===== config.mk =====
export PLATFORM = sky130hd
export DESIGN_NAME = ram_arbiter
export DESIGN_NICKNAME = d
export VERILOG_FILES = /design/src/rtl/ram_arbiter.sv
export SDC_FILE = /design/constraint.sdc
export NUM_CORES = 1
export LEC_CHECK = 0
export CAP_MARGIN = 10
export CORE_MARGIN = 2
export CORE_UTILIZATION = 41
export DETAILED_ROUTE_END_ITERATION = 8
export GPL_ROUTABILITY_DRIVEN = 0
export PLACE_DENSITY = 0.93
export SLEW_MARGIN = 20
export SYNTH_ARGS = -nofsm -noshare
export SYNTH_HDL_FRONTEND = slang
export SYNTH_SLANG_ARGS = --single-unit
export TNS_END_PERCENT = 10

===== constraint.sdc =====
create_clock -name clk -period 2.4 [get_ports clk]
set_input_delay 0.36 -clock clk [delete_from_list [all_inputs] [get_ports clk]]
set_output_delay 0.36 -clock clk [all_outputs]
set_load 0.03 [all_outputs]

===== src/rtl/ram_arbiter.sv =====
// Two-port arbiter sharing a single-ported 1024x32 data RAM between the CPU LSU (port 0) and the debug loader (port 1).
// Define RAM_ARB_RR_EN for round-robin arbitration in OPEN; otherwise port 0 has fixed priority.
module ram_arbiter #(
    parameter int AW = 10,
    parameter int DW = 32
) (
    input  logic          clk,
    input  logic          rst_n,
    input  logic          req0,
    input  logic          req1,
    input  logic          we0,
    input  logic          we1,
    input  logic [AW-1:0] addr0,
    input  logic [AW-1:0] addr1,
    input  logic [DW-1:0] wdata0,
    input  logic [DW-1:0] wdata1,
    input  logic          lock0,
    input  logic          lock1,
    output logic          ack0,
    output logic          ack1,
    output logic          rvalid0,
    output logic          rvalid1,
    output logic [DW-1:0] rdata0,
    output logic [DW-1:0] rdata1,
    output logic [AW-1:0] ram_addr,
    output logic [DW-1:0] ram_din,
    output logic          ram_we,
    input  logic [DW-1:0] ram_dout
);

    typedef enum logic [1:0] {
        OPEN  = 2'd0,
        LOCK0 = 2'd1,
        LOCK1 = 2'd2
    } state_t;

    state_t        state_reg;
    logic          grant0;
    logic          grant1;
    logic [AW-1:0] addr_hold_reg;
    logic [DW-1:0] din_hold_reg;

    // Per-port views so the read-return path can be generated per requester.
    logic          grant_v  [2];
    logic          we_v     [2];
    logic          rvalid_v [2];
    logic [DW-1:0] rdata_v  [2];

`ifdef RAM_ARB_RR_EN
    logic ptr_reg;
`endif

    always_comb begin
        grant0 = 1'b0;
        grant1 = 1'b0;
        case (state_reg)
            LOCK0: grant0 = req0;
            LOCK1: grant1 = req1;
            default: begin
                if (req0 && req1) begin
`ifdef RAM_ARB_RR_EN
                    grant0 = ~ptr_reg;
                    grant1 = ptr_reg;
`else
                    grant0 = 1'b1;
`endif
                end else begin
                    grant0 = req0;
                    grant1 = req1;
                end
            end
        endcase
    end

    assign ack0 = grant0;
    assign ack1 = grant1;

    // Idle cycles replay the last granted address/data so the RAM pins stay quiet.
    always_comb begin
        ram_addr = addr_hold_reg;
        ram_din  = din_hold_reg;
        ram_we   = 1'b0;
        if (grant0) begin
            ram_addr = addr0;
            ram_din  = wdata0;
            ram_we   = we0;
        end else if (grant1) begin
            ram_addr = addr1;
            ram_din  = wdata1;
            ram_we   = we1;
        end
    end

    always_ff @(posedge clk or negedge rst_n) begin
        if (!rst_n) begin
            state_reg     <= OPEN;
            addr_hold_reg <= '0;
            din_hold_reg  <= '0;
`ifdef RAM_ARB_RR_EN
            ptr_reg       <= 1'b0;
`endif
        end else begin
            if (grant0 || grant1) begin
                addr_hold_reg <= ram_addr;
                din_hold_reg  <= ram_din;
`ifdef RAM_ARB_RR_EN
                ptr_reg       <= grant0;
`endif
            end
            case (state_reg)
                OPEN: begin
                    if (grant0 && lock0)
                        state_reg <= LOCK0;
                    else if (grant1 && lock1)
                        state_reg <= LOCK1;
                end
                LOCK0: begin
                    // Holder either finishes with lock cleared or walks away.
                    if (!req0 || (grant0 && !lock0))
                        state_reg <= OPEN;
                end
                LOCK1: begin
                    if (!req1 || (grant1 && !lock1))
                        state_reg <= OPEN;
                end
                default: state_reg <= OPEN;
            endcase
        end
    end

    assign grant_v[0] = grant0;
    assign grant_v[1] = grant1;
    assign we_v[0]    = we0;
    assign we_v[1]    = we1;

    generate
        for (genvar gi = 0; gi < 2; gi++) begin : g_rd
            always_ff @(posedge clk or negedge rst_n) begin
                if (!rst_n) begin
                    rvalid_v[gi] <= 1'b0;
                    rdata_v[gi]  <= '0;
                end else begin
                    rvalid_v[gi] <= grant_v[gi] && !we_v[gi];
                    if (grant_v[gi] && !we_v[gi])
                        rdata_v[gi] <= ram_dout;
                end
            end
        end
    endgenerate

    assign rvalid0 = rvalid_v[0];
    assign rvalid1 = rvalid_v[1];
    assign rdata0  = rdata_v[0];
    assign rdata1  = rdata_v[1];

endmodule

# After elaboration in Yosys (flattened, before gate mapping)
# Index checks and enable logic that the tools add are counted.
totals:
  register_bits: 110
  in_bits: 124
  output_inout_bits: 111
classes:
  eq_ne: 5
  mux: 15
  n_reduce_logical: 18
op_table:
  columns: ["operator", "count"]
  rows:
  - ["32-bit 2-to-1 mux", 2]
  - ["10-bit 2-to-1 mux", 2]
  - ["2-bit 2-to-1 mux", 4]
  - ["1-bit logical AND", 7]
  - ["1-bit zero test", 6]
  - ["2-bit case mux with 3 select lines", 1]
  - ["1-bit 2-to-1 mux", 4]
  - ["2-bit inequality test, second input constant", 2]
  - ["1-bit case mux with 2 select lines", 2]
  - ["1-bit logical OR", 3]
  - ["3-bit inequality test, second input constant", 1]
  - ["3-bit AND reduction", 1]
  - ["2-bit by 1-bit == test with 1-bit output, second input constant", 1]
  - ["2-bit == test, second input constant", 1]
  - ["2-bit zero test", 1]

# Depth between registers and ports, before layout
logic_depth:
  word_depth: 7
  depth_mapped: 9
  ltp_nobuf: 6

# Least setup slack after synthesis
# OpenSTA, ideal clock, no wires.
synth_timing:
  path_type: "register -> output"
  start: "register state_reg[0]"
  end: "output ram_din[21]"
  arrival_ns: 1.933
  required_time_ns: 2.040
  slack_ns: 0.107
  stages_incl_launch_ff: 9
  path_buffers: 2
  path_cell_list: "dfrtp_1 -> inv_1 -> ha_1 -> nand2b_4 -> and2_1 -> buf_6 -> clkbuf_1 -> nand2_1 -> nand2_1"
synth_via:
  elab_cells_between_ends: 6
  classes_between: "eq/ne (2); mux (4)"
synth_lines:
  columns: ["item", "line_no", "rtl"]
  rows:
  - ["start: declaration", "37", "state_t state_reg;"]
  - ["start signal: assignment", "96", "state_reg <= OPEN;"]
  - ["start signal: assignment", "113", "state_reg <= LOCK0;"]
  - ["start signal: assignment", "115", "state_reg <= LOCK1;"]
  - ["2-bit == test or 2-bit by 1-bit == test with 1-bit output (tied branches)", "56", "case (state_reg)"]
  - ["1-bit case mux with 2 select lines (*)", "56", null]
  - ["net ack0", "19", "output logic ack0,"]
  - ["32-bit 2-to-1 mux (*)", "83", "if (grant0) begin"]
  - ["end: declaration", "26", "output logic [DW-1:0] ram_din,"]
# Mark *: on every way through the listed nets, which the timed path passes. The rest lies on a longest branch.

# Worst setup path after layout
layout_timing:
  start: "register state_reg[0]"
  end: "output ram_din[31]"
layout_via:
  elab_chain_len: 4
  elab_cells_between_ends: 6
  classes_between: "eq/ne (2); mux (4)"
layout_rtl:
  columns: ["item", "line_no", "rtl"]
  rows:
  - ["2-bit == test or 2-bit by 1-bit == test with 1-bit output (tied branches)", "56", null]
  - ["1-bit case mux with 2 select lines", "56", null]
  - ["32-bit 2-to-1 mux", "87", "end else if (grant1) begin"]
  - ["32-bit 2-to-1 mux (*)", "83", null]
# Mark *: on every way between the ends. The rest lies on a longest branch, timed or not.

==> flow_summary.json <==
{
  "critPathLaunch": "state_reg[0]$_DFFE_PN0P_",
  "critical_path.endpoint_type": "primary output",
  "fin_cells": 806,
  "numCtsBuffers": 9,
  "routed-via-count": 4162,
  "net_count_synth": 518,
  "synth_to_layout_area_growth_pct": 74.3,
  "overflow": 0,
  "crit_path_frequent_cell": "sky130_fd_sc_hd__buf_6",
  "timing.critical_path.max_delay_family": "buffers and inverters",
  "r2r_setup_slack_ns": 0.13,
  "power-per-cell-area_nw_per_um2": 1540,
  "min_to": "din_hold_reg[23]$_DFFE_PN0P_",
  "yosysUniqueCellTypes": 26,
  "die_area_sq_um": 12700,
  "ys_ff_latch": 110,
  "antenna_cells_inserted": 0,
  "grt_first_pass_wirelength_um": 23900,
  "grt.total_usage": 0.241,
  "cp.required_ns": 2.04,
  "number_of_antenna_violations_at_the_first_check_in_global_routing": 0,
  "crit_arrival_ns": 2.34,
  "vertical_die_dimension_um": 113,
  "place_area_sq_um": 7310,
  "r2r_cells": 9,
  "detail_route.drc_violations": 0,
  "drtIter0Drc": 192,
  "synthesis.yosys.warnings": 0,
  "placement_row_count": 39,
  "outcome": "finished with violations",
  "grt_start_max_net_pins": 59,
  "synthTopCellsByArea": "sky130_fd_sc_hd__dfrtp_1 (57%), sky130_fd_sc_hd__mux2_4 (18%), sky130_fd_sc_hd__nand2_1 (9.8%)",
  "port_buffers": 234,
  "clkLatencyLatePin_ns": 0.35,
  "fp.dieW_um": 113,
  "worst-path-buf-inv": 5,
  "hp-start": "din_hold_reg[23]$_DFFE_PN0P_",
  "multi_input_area_sq_um": 2270,
  "nFillCells": 699,
  "post-place-cells": 763,
  "clock_tree.htree_level_count": 3,
  "min_period_over_period": 1.13,
  "worst_vdd_ir_mv": 1.14,
  "regArea_sq_um": 2750,
  "finalHoldWorstSlack_ns": 0.492,
  "avgRoutedWirePerCell_um": 18.9,
  "netlist_instances": 391,
  "worst_r2r_startpoint": "state_reg[0]$_DFFE_PN0P_",
  "unrepaired_setup_endpoints_after_global_routing": "true",
  "cap_viol_max_count": 0,
  "timing.final.crit_period_ns": 2.70,
  "clkSinkCount": 110,
  "min_path_type": "register to register",
  "cts_tree": "built",
  "clock-root-buffer": "sky130_fd_sc_hd__clkbuf_16",
  "total_of_endpoints_with_negative_setup_slack_in_the_final_report": 43,
  "num-nets-final": 785,
  "cellLeakagePower_nw": 3.95,
  "post_route_cells_drive_above_1_share": 0.338,
  "fmaxAchievable_mhz": 370,
  "netlist.top_cell.by_area": "sky130_fd_sc_hd__dfrtp_1",
  "timing.setup.critical_path_class": "register to primary output",
  "timing_max_transition_violations_final": 0,
  "worst_pin_slew_ns": 0.592,
  "hold_viol_final": 0,
  "worst-path-max-fanout": 7,
  "drt.antenna.violating_nets": 0,
  "floorplan.core_area_sq_um": 11500,
  "clkSlewWorstSetupHoldPaths_ns": 0.08,
  "drt-total-wl_um": 15300,
  "yosysTopAreaCellShare": 0.568,
  "critPathMaxStageDelay_ns": 0.39,
  "setup_ws_ns": -0.304,
  "io-pin-count": 235,
  "syn-cell-area_sq_um": 4850,
  "first_global_vias": 4546,
  "final_clock_skew_ns": 0.00764,
  "regToRegEndpoint": "rdata1[17]$_DFFE_PN0P_",
  "sequential_to_total_area_share_from_yosys_stat": 0.568,
  "start_util": 0.423,
  "start_kind": "register",
  "slew_headroom": 0.606,
  "failed_checks": "setup timing",
  "setup_total_negative_slack_ns": -11.13,
  "holdPathStages": 2,
  "final_design_area_no_fill_sq_um": 8450,
  "postSynthAreaPerCell_sq_um": 12.4,
  "vias_per_cell": 5.16,
  "worstPathCellList": "inv_2, ha_4, and2b_2, buf_6, a211oi_4, buf_6, clkbuf_16, a22oi_2, nand2_1, buf_6",
  "cts.path.max_buffers": 2,
  "place_hpwl_um": 9840,
  "worst_path_max_delay_cell": "sky130_fd_sc_hd__dfrtp_1",
  "dpl_worst_slack_ns": -0.331,
  "detail_route.first_pass.iterations": 7
}
[cell type report]
type	count	share of cell area
clock inverter	5	0.00607
inverter	5	0.00222
tap	143	0.0212
multi-input combinational	258	0.269
clock buffer	11	0.0299
timing repair buffer	274	0.346
sequential	110	0.326
[cells in the final DEF (no fill, tap or decap), types with 3 or more instances in the layout]
master / n
sky130_fd_sc_hd__buf_4: 19
sky130_fd_sc_hd__mux2_2: 6
sky130_fd_sc_hd__buf_6: 52
sky130_fd_sc_hd__buf_16: 3
sky130_fd_sc_hd__mux2_4: 58
sky130_fd_sc_hd__buf_12: 9
sky130_fd_sc_hd__clkbuf_16: 10
sky130_fd_sc_hd__dfrtp_1: 109
sky130_fd_sc_hd__inv_1: 3
sky130_fd_sc_hd__nand2_1: 127
sky130_fd_sc_hd__a2bb2oi_4: 4
sky130_fd_sc_hd__a22oi_2: 42
sky130_fd_sc_hd__clkdlybuf4s50_1: 187
[cell families (layout without fill, tap and decap cells)]
family | count (synthesis) | after routing | synth area share
simple gates | 137 | 137 | 0.115
flops | 110 | 110 | 0.568
mux | 65 | 65 | 0.196
buf+inv | 26 | 295 | 0.0341
compound gates | 50 | 53 | 0.0800
fa+ha+maj | 3 | 3 | 0.00774
[per-stage QoR]
stage / power, mW / utilization
5_1_grt: 13.6 / 0.737
3_3_place_gp: 9.83 / 0.638
2_1_floorplan: 7.34 / -
4_1_cts: 12.7 / 0.723
6_report: 13.0 / 0.737
3_5_place_dp: 10.0 / 0.638
[timing repair]
| item | in CTS | in global routing |
|---|---|---|
| pin swaps | 47 | 32 |
| setup buffers | 13 | 7 |
| setup endpoints to repair | 44 | 74 |
| hold buffers | 1 | 0 |
| endpoints found under the hold margin | 34 | 0 |
| gates cloned | 6 | 1 |
| gates resized for setup | 97 | 19 |
[cells in the mapped netlist (all sizes together)]
cell / count
a22o: 1
ha: 3
and2: 1
and2b: 1
a31oi: 2
nor2b: 2
dfrtp: 110
nand2: 127
inv: 5
clkbuf: 7
mux2: 64
a31o: 1
buf: 14
mux2i: 1
o211ai: 2
a2bb2oi: 1
nand3: 2
a22oi: 42
a211oi: 1
nand2b: 2
nor3: 2
[tightest hold or removal path, stage by stage (launching register included)]
cell,delay [ns]
sky130_fd_sc_hd__dfrtp_1,0.34
sky130_fd_sc_hd__a22oi_2,0.06
sky130_fd_sc_hd__nand2_1,0.06
[worst max path at each step]
stage / to / slack (ns) / cells after the start
after floorplan: ram_din[21] / 0.11 / 8
after global placement: ram_addr[1] / -0.19 / 7
after detailed placement: ram_din[4] / -0.33 / 7
after CTS: ram_din[8] / -0.28 / 10
after global routing: ram_din[31] / -0.41 / 10
final: ram_din[31] / -0.30 / 10
[report_power, final]
part	leakage [nW]	internal, mW	switching, mW
Sequential	1.32	2.78	0.518
Combinational	2.49	3.94	4.24
Clock	0.149	0.782	0.708
[routing by layer]
metal	part of all wire	global-route usage	vias up
met5	0	0	-
met1	0.37	0.272	2036
met2	0.52	0.425	202
li1	-	-	1884
met4	0.035	0.116	0
met3	0.070	0.0621	40
Note: power is estimated with default switching activity, not from simulation.
